### config.mk
export PLATFORM = sky130hd
export DESIGN_NAME = fifo_stream_reader
export DESIGN_NICKNAME = d
export VERILOG_FILES = /design/src/rtl/fifo_stream_reader.sv
export SDC_FILE = /design/constraint.sdc
export NUM_CORES = 1
export LEC_CHECK = 0
export BUFFER_PORTS_ARGS = -buffer_cell sky130_fd_sc_hd__buf_2
export CAP_MARGIN = 10
export CORE_MARGIN = 10
export CORE_UTILIZATION = 30
export CTS_CLUSTER_DIAMETER = 150
export DETAILED_ROUTE_END_ITERATION = 7
export PLACE_DENSITY = 0.45
export SLEW_MARGIN = 15
export SYNTH_ARGS = -nofsm -noshare
export SYNTH_HDL_FRONTEND = slang
export SYNTH_SLANG_ARGS = --single-unit
export TNS_END_PERCENT = 10
### constraint.sdc
create_clock -name clk -period 2.6 [get_ports clk]
set_input_delay 0.52 -clock clk [delete_from_list [all_inputs] [get_ports clk]]
set_output_delay 0.52 -clock clk [all_outputs]
set_load 0.01 [all_outputs]
### src/rtl/fifo_stream_reader.sv
// fifo_stream_reader
//   Drains the read port of a FIFO18_36-style FIFO (fixed read latency) and
//   presents the words as a valid/ready stream. Reads are issued against a
//   credit (buffer occupancy + reads in flight) so the skid buffer can never
//   overflow, and a read is never issued while the FIFO reports empty.
//
// Parameters
//   WIDTH         data width of fifo_data / m_data
//   READ_LATENCY  FIFO read latency, 1 or 2 (2 = FIFO output register on)
//
// Ports
//   clk          read-domain clock
//   rst          synchronous, active-high reset
//   fifo_data    FIFO read data, valid READ_LATENCY cycles after fifo_rden
//   fifo_empty   FIFO empty flag
//   fifo_rderr   FIFO read-error flag (only used with FIFO_READER_ERRCNT_EN)
//   fifo_rden    FIFO read enable
//   m_data       stream data (head of skid buffer)
//   m_valid      stream valid
//   m_ready      stream ready
//   level        skid-buffer occupancy, 0..DEPTH (excludes reads in flight)
//   err_count    saturating count of fifo_rderr cycles
//                (present only when FIFO_READER_ERRCNT_EN is defined)
//
// Build option
//   FIFO_READER_ERRCNT_EN  adds the err_count output.

module fifo_stream_reader #(
   parameter int WIDTH        = 36,
   parameter int READ_LATENCY = 1
) (
   input  logic             clk,
   input  logic             rst,
   input  logic [WIDTH-1:0] fifo_data,
   input  logic             fifo_empty,
   input  logic             fifo_rderr,
   output logic             fifo_rden,
   output logic [WIDTH-1:0] m_data,
   output logic             m_valid,
   input  logic             m_ready,
   output logic [2:0]       level
`ifdef FIFO_READER_ERRCNT_EN
   ,
   output logic [15:0]      err_count
`endif
);

   localparam int unsigned DEPTH = READ_LATENCY + 2;
   localparam int unsigned PTR_W = 2;
   localparam logic [PTR_W-1:0] LAST_PTR = PTR_W'(DEPTH - 1);
   localparam logic [2:0]       DEPTH_L  = 3'(DEPTH);

   if (READ_LATENCY != 1 && READ_LATENCY != 2) begin : g_bad_latency
      $error("fifo_stream_reader: READ_LATENCY must be 1 or 2");
   end

   logic [READ_LATENCY-1:0] pipe;       // one bit per read in flight
   logic [WIDTH-1:0]        mem [DEPTH];
   logic [PTR_W-1:0]        wr_ptr;
   logic [PTR_W-1:0]        rd_ptr;
   logic [2:0]              occ;
   logic [2:0]              credit;     // occ + reads in flight
   logic                    arrive;
   logic                    pop;

   assign arrive    = pipe[READ_LATENCY-1];
   assign m_valid   = (occ != 3'd0);
   assign m_data    = mem[rd_ptr];
   assign level     = occ;
   assign pop       = m_valid && m_ready;
   // m_ready deliberately stays out of this path; a pop frees credit only
   // from the next cycle on.
   assign fifo_rden = !rst && !fifo_empty && (credit < DEPTH_L);

   always_ff @(posedge clk) begin
      if (rst) begin
         pipe   <= '0;
         wr_ptr <= '0;
         rd_ptr <= '0;
         occ    <= '0;
         credit <= '0;
         for (int unsigned i = 0; i < DEPTH; i++) begin
            mem[i] <= '0;
         end
      end else begin
         pipe   <= (pipe << 1) | READ_LATENCY'(fifo_rden);
         occ    <= occ + {2'b00, arrive} - {2'b00, pop};
         credit <= credit + {2'b00, fifo_rden} - {2'b00, pop};
         if (arrive) begin
            mem[wr_ptr] <= fifo_data;
            wr_ptr      <= (wr_ptr == LAST_PTR) ? '0 : wr_ptr + 1'b1;
         end
         if (pop) begin
            rd_ptr <= (rd_ptr == LAST_PTR) ? '0 : rd_ptr + 1'b1;
         end
         assert (occ <= DEPTH_L && credit <= DEPTH_L);
      end
   end

`ifdef FIFO_READER_ERRCNT_EN
   always_ff @(posedge clk) begin
      if (rst) begin
         err_count <= '0;
      end else if (fifo_rderr && (err_count != '1)) begin
         err_count <= err_count + 16'd1;
      end
   end
`else
   logic unused_rderr;
   assign unused_rderr = fifo_rderr;
`endif

endmodule

==> impl.org, run 1 <==
** Setup path
- WP data required :: 2080 ps
- At the worst endpoint, the arrival time is 1850 ps.
- Worst setup SP type :: flop
- Crit Path Class :: flop to output port
- STA classifies the critical path endpoint as an output port.
- Of all nets on the critical path, the largest fanout is 36.

** Clock tree
- H-Tree Level Count :: 4
- The clock passes through at most 2 buffers.
- In this run, post-CTS repair resized a total of 0 instances.
- Clock net sink count :: 157
- TritonCTS built the clock tree.
- After clock tree synthesis, the setup repair step added 0 buffers.
- In this run the clock root is driven by a sky130_fd_sc_hd__clkbuf_16.
- Clock-pin slew was measured on the worst setup and hold paths at ~60 ps.
- Insertion delay of the later-clocked pin in the worst-skew pair :: 410 ps
- TritonCTS created 17 clock buffers.
- Cts hold-fix bufs :: 0

** Global routing
- For this run, the total global-route usage over all layers was measured as 10.77%.
- Vias in the first global route :: about 3800
- Entering global routing, the biggest net connects 37 pins.
- Summed over all layers, the global routing overflow is 0.
- The first global-routing pass estimated 22830 µm of wire.
- The number of antenna violations at the first check in global routing was 1.

** Timing
- RSZ-0062 raised after global routing :: no
- Summed over all failing endpoints, the final setup total negative slack is 0 ps.
- Highest achievable clock rate :: 422.6 MHz
- Headroom to the max-slew limit came out at 60.33%.
- Setup violations remaining at the end of the flow were counted as 0.
- For the final database, setup skew stands at approximately 9.0 ps.
- Crit path time final :: between 2000 and 2500 ps
- Slew at the pin closest to its max-slew limit :: 580.1 ps
- Final Hold Viols :: 0
- Of the available clock period, the critical path in the final layout requires 91.02%.
- The count of pins over their slew limit is 0.

** Drt
- In this run the remaining antenna-violating nets after routing total 0.
- In the final routed layout, each cell accounts on average for 19.61 µm.
- After detailed routing, the number of vias per cell comes to 4.469.
- Detailed-route DRC error count :: 0
- For this block, the initial DRC count from the detailed router was 216.
- Total via count in the routed design :: around 3400
- Total wire length after detailed routing :: 14750 µm
- Number of iterations in the first detailed-routing pass :: 4

** Power
- VDD sags by at most a little over 0.4 mV.
- Power Dens Cells :: 871.5 mW/mm²
- The design draws between 6 and 7 mW.
- Leakage component of the power :: 2.934 nW

** Synthesis
- Syn_nets :: 418
- Cell variety after synth :: 32
- EDFF count, synth :: 144
- During synthesis, Yosys emitted a total of 0 warnings.
- Sequential-to-total area share from yosys stat :: 69.21%
- Among all flip-flop cells after synthesis, the most frequent one is sky130_fd_sc_hd__edfxtp_1.
- Ys async rst share :: 0%
- Flop and latch count out of synthesis :: 157
- Synthesis handed over a netlist of 371 instances.
- Mean post-synth cell area :: 17.85 µm²
- The cell area that synthesis handed to floorplanning was 0.006624 mm².

** Floorplanning
- In this run the core area contains 54 standard-cell rows.
- Die outline area :: 0.02842 mm²
- The core region is 0.02176 mm².
- I/O Pins :: approximately 80
- The floorplan step set the die width to 168.6 µm.
- The initial utilization of the core area, before any placement, comes to 30.45%.
- Die Height :: 168.6 µm

** Cells and area
- Fraction of final layout cells sized beyond drive strength 1 :: 35.53%
- At the end of the flow, the number of nets in the layout was around 510.
- Most frequent cells in the layout :: 144 x sky130_fd_sc_hd__edfxtp_1, 108 x sky130_fd_sc_hd__and2_1, 80 x sky130_fd_sc_hd__buf_2
- Counting the fill cells in the layout gives 2092.
- Layout overhead on the synthesized area :: 20.42%
- The library cell used most frequently in the layout, excluding fill and tap cells, is sky130_fd_sc_hd__edfxtp_1.
- The finished layout holds 752 standard cells, fillers aside.

** Placement
- The congestion estimate from routability-driven global placement came to 0.7029.
- HPWL after detailed placement :: 8344 µm
- Input/output buffers :: 80
- Dpl cells :: 719

** Run
- Number of max-cap violations :: 0

** Status
- Run status :: completed

** Hold path
- Class of the most critical hold timing path :: input pin to flop
[synth_stat cells, types with 2 or more instances]
master | instances | area (µm²)
sky130_fd_sc_hd__or2_2 | 3 | 18.77
sky130_fd_sc_hd__or3b_2 | 2 | 17.52
sky130_fd_sc_hd__a2111oi_0 | 2 | 17.52
sky130_fd_sc_hd__dfxtp_1 | 13 | 260.3
sky130_fd_sc_hd__a21oi_1 | 2 | 10.01
sky130_fd_sc_hd__nor2b_1 | 5 | 31.28
sky130_fd_sc_hd__buf_6 | 4 | 45.04
sky130_fd_sc_hd__mux4_2 | 36 | 810.8
sky130_fd_sc_hd__ha_1 | 4 | 50.05
sky130_fd_sc_hd__nand2b_1 | 3 | 18.77
sky130_fd_sc_hd__mux2i_1 | 2 | 20.02
sky130_fd_sc_hd__clkbuf_2 | 10 | 50.05
sky130_fd_sc_hd__buf_2 | 5 | 25.02
sky130_fd_sc_hd__nor2_1 | 3 | 11.26
sky130_fd_sc_hd__buf_4 | 3 | 22.52
sky130_fd_sc_hd__fa_1 | 2 | 40.04
sky130_fd_sc_hd__edfxtp_1 | 144 | 4324
sky130_fd_sc_hd__mux2_2 | 2 | 22.52
sky130_fd_sc_hd__and2_1 | 108 | 675.7
sky130_fd_sc_hd__inv_1 | 6 | 22.52
[state kept, by name, indices dropped and copies added (netlist names), named ones only]
register / flops
arrive: 1
level: 3
credit: 3
wr_ptr: 2
mem: 144
rd_ptr: 2
[critical path, stage by stage, from the launching register on]
cell and delay (ps):
sky130_fd_sc_hd__dfxtp_4 350, sky130_fd_sc_hd__buf_12 300, sky130_fd_sc_hd__mux4_2 590, sky130_fd_sc_hd__buf_2 170
[cell families after synthesis]
kind of cell	share of synthesized area, %
AOI/OAI and AO/OA	0.5479
and+or+nand+nor	12.84
muxes	12.88
xor gates and xnor gates	0.6045
DFF	69.21
buffers and inverters	2.550
adders and majority gates	1.360
[report_power, final]
part | internal, mW | switching (mW)
Clock | 1.60 | 0.977
Combinational | 0.688 | 0.673
Sequential | 2.93 | 0.0820
[cell type report]
class                      instances  area, µm²  area share (%)
clock inverter                    11      167.7           2.102
timing repair buffer              91      533.0           6.682
sequential                       157       4589           57.54
inverter                           6      22.52          0.2824
antenna                            2      5.005         0.06275
multi-input combinational        185       1872           23.47
tap                              280      350.3           4.392
clock buffer                      20      436.7           5.475
[worst paths after layout]
path,startpoint,endpoint,slack (ps),cells past startpoint
hold reg to reg,credit[2]$_SDFF_PP0_,arrive$_SDFF_PP0_,460,1
hold / removal,fifo_empty,arrive$_SDFF_PP0_,290,2
setup / recovery,flop,m_data[35],230,3
setup reg to reg,credit[2]$_SDFF_PP0_,credit[1]$_SDFF_PP0_,570,6
[metal layers]
metal	GRT usage, %	part of all wire (%)	routed length, µm	vias up
li1	-	-	-	1570
met1	12.47	42	6260	1726
met2	18.73	53	7785	57
met3	3.428	4.0	595	8
met4	2.952	0.71	105	0
met5	0	0	0	-
[per-stage QoR]
stage | util [%] | hold slack, ps | cell area, µm² | setup slack, ps
floorplan | - | 424.4 | 6624 | 306.1
global placement | 33.86 | 451.9 | 7367 | 475.8
detailed placement | 33.86 | 458.1 | 7367 | 395.8
CTS | 36.64 | 273.1 | 7971 | 174.3
global route | 36.64 | 282.9 | 7971 | 93.51
finish | 36.66 | 292.0 | 7976 | 233.4
Note: power is estimated with default switching activity, not from simulation.
==> inputs of run 2 (changes only) <==
Settings changed: CORE_UTILIZATION 30 to 25, PLACE_DENSITY 0.45 to 0.39.
==> run 2 against run 1 <==
  * Non-clock buffer count is 5 higher
  * Utilization is 5.7 points lower
  * Worst hold slack better by 6.1 ps
  * Sequential power is 1% higher
  * Critical path depth stayed put
  * Die area is 18% higher
  * Clock skew is 1.6 ps higher
  * Via count is 1.9% higher
  * Routed wire length is 6.7% higher
==> impl.org, run 2 (same netlist as run 1, synthesis figures left out) <==
** Drt
- Antenna-violating nets left :: 0
- Wires add up to approximately 16000 µm.
- In the final routing, the length of wire on met1 measures 6405 µm.
- Detailed-route DRC error count :: 0
- After detailed routing, no signal wire sits above met5.
- Average routed wire per standard cell :: 19.35 µm
- The routed layout has 3426 vias.
- The routed design uses around 710 µm of met3 wire.
- The pre-antenna-repair detailed-routing pass consisted of 4 iterations.
- Met2 routed wirelength :: roughly 8400 µm
- Vias per inst :: 4.214
- The detailed router finished its first iteration with 146 violations.

** Placement
- Global placement routability congestion :: 0.6753
- HPWL after detailed placement :: between 9000 and 10000 µm
- During placement, the flow inserted port buffers numbering 80.

** Global routing
- For this run the aggregate overflow at the end of global routing stands at 0.
- Global routing consumed, over all layers together, 9.675% of the routing resources.
- Antenna violations before repair :: 2
- The via count of the first global-routing pass is 3747.
- First-pass GRT wire length :: 23470 µm
- Entering global routing, the biggest net connects 37 pins.

** Run
- The tool flagged a number of max-cap violations equal to 0.

** Setup path
- Data arrival time of the worst path :: approximately 1900 ps
- Cell with the largest stage delay on the worst path :: sky130_fd_sc_hd__mux4_2
- Worst-path cell chain :: buf_12, mux4_2, buf_2
- The critical path is of the flop to output port type.
- Counting buffers and inverters, the worst setup path is 3 cells deep.
- The worst setup path is launched from a flop.
- WP data required :: roughly 2100 ps
- Cell type group with the largest total delay on the critical path :: multiplexers
- Delay of the slowest cell on the worst path :: roughly 550 ps
- Maximum fanout along the worst path :: 17
- The critical path contains buffers and inverters numbering 2 combined.
- Number of cell instances on the worst register-to-register path :: 7
- Critical path endpoint category :: output port

** Timing
- Max-slew violation total from the final report :: 0
- For this run, the top clock speed supported by timing is 415.6 MHz.
- Final Hold Viols :: 0
- Final setup viols :: 0
- Summed over all failing endpoints, the final setup total negative slack is 0 ps.
- Slew at the pin closest to its max-slew limit :: 562.6 ps
- Crit path time final :: between 2000 and 2500 ps
- Clock Skew :: between 10 and 15 ps
- Setup repair after global routing left no endpoint under its margin.
- Worst slew margin :: 61.53%
- Final period util :: 92.54%

** Cells and area
- Largest register by flop count :: mem
- Leading cell type in the layout, fill and taps excluded :: sky130_fd_sc_hd__edfxtp_1
- Fraction of final layout cells sized beyond drive strength 1 :: 36.34%
- From synthesis to final layout, the design area changed by 21.91%.
- Most frequent cells in the layout :: 144 x sky130_fd_sc_hd__edfxtp_1, 108 x sky130_fd_sc_hd__and2_1, 80 x sky130_fd_sc_hd__buf_2
- Share of the core filled with cells in the final layout :: 30.99%
- Sequential cell area :: roughly 0.0046 mm²
- Area occupied by multi-input gates :: 0.001872 mm²
- For this run, the post-layout net count is slightly above 500.
- Largest register FFs :: 144
- After filler insertion, the fill cell instance count of the layout stands at 2569.

** Clock tree
- The clock reaches the later pin of the worst-skew pair after 420 ps.
- Clock net sink count :: 157
- Buffer type at the clock tree root :: sky130_fd_sc_hd__clkbuf_16
- H-Tree Level Count :: 4
- Buffers added to address setup during post-CTS repair amount to 0.
- In this run, post-CTS hold repair placed 0 buffers.
- The longest clock path from root to sink contains 2 buffers.
- Clock tree synthesis inserted a total of 17 buffers.
- CTS tree :: built
- Clock slew at reported path FFs :: roughly 70 ps
- Resized Gates After CTS :: 0

** Floorplanning
- Pin placement for this block handled 82 I/O pins.
- The region available for standard cell placement spans 0.02606 mm².
- The die covers 0.03341 mm².
- Die Height :: 182.8 µm
- Number of rows in the core area :: 59
- Starting density of the core :: 25.42%
- The die is 182.8 µm wide.

** Power
- For this design the static power due to leakage is 2.974 nW.
- Dividing total power by cell area gives a power density of 859.6 mW/mm².
- Worst-case vdd ir drop :: roughly 0.36 mV

** Hold path
- Number of cells on the worst hold path :: 2
- Class of the most critical hold timing path :: input pin to flop

** Status
- The run finished with clean final reports.
==> run 2: cell types whose count changed in the layout (fill, tap and decap cells not counted) <==
cell and delta:
sky130_fd_sc_hd__buf_4 +5, sky130_fd_sc_hd__bufinv_16 -1, sky130_fd_sc_hd__clkbuf_1 -3, sky130_fd_sc_hd__clkinv_1 +3
sky130_fd_sc_hd__clkinv_4 +5, sky130_fd_sc_hd__clkinvlp_4 -4, sky130_fd_sc_hd__inv_6 +1
==> run 2: path summary, 6_finish.rpt <==
check / slack [ps] / to / from
max reg2reg: 540 / credit[2]$_SDFF_PP0_ / level[1]$_SDFF_PP0_
min: 300 / arrive$_SDFF_PP0_ / fifo_empty
min reg2reg: 470 / arrive$_SDFF_PP0_ / credit[2]$_SDFF_PP0_
max: 190 / m_data[18] / flop
==> run 2: report_power, final <==
| group | leakage [nW] | switching, mW | internal, mW |
|---|---|---|---|
| sequential | 1.55 | 0.115 | 2.93 |
| clock | 0.292 | 0.999 | 1.51 |
| combinational | 1.13 | 0.674 | 0.715 |
==> run 2: stage by stage <==
step           setup slack [ps]  instances  hold WS [ps]  total power, mW  cell area, µm²
2_1_floorplan             306.1        371         424.4            4.000            6624
3_3_place_gp              457.5        779         456.6            4.522            7473
3_5_place_dp              434.1        779         474.9            4.549            7473
4_1_cts                   131.2        811         285.1            7.080            8070
5_1_grt                   99.92        811         282.8            7.310            8070
6_report                  194.0        813         298.2            6.942            8075
==> run 2: final cells by class <==
cell class | count | share of cell area, %
clock inverters | 15 | 2.123
well taps | 335 | 5.191
diodes | 2 | 0.06198
inverters | 6 | 0.2789
repair buffers | 96 | 7.065
multi-input cells | 185 | 23.18
flip-flops and latches | 157 | 56.83
clock buffers | 17 | 5.268
==> run 2: worst register-to-register path, delay by kind of cell (launching register included) <==
family,cells,cell delay [ps]
AO/OA/AOI/OAI,1,430
buffers and inverters,1,50
adder cells (fa/ha/maj),3,900
AND/OR/NAND/NOR,1,50
XOR/XNOR,1,160
flip-flops,1,370
==> run 2: per-layer routing <==
metal | global-route usage, % | vias up
met4 | 3.002 | 2
met2 | 17.38 | 59
li1 | - | 1578
met3 | 2.972 | 11
met5 | 0 | -
met1 | 10.72 | 1776
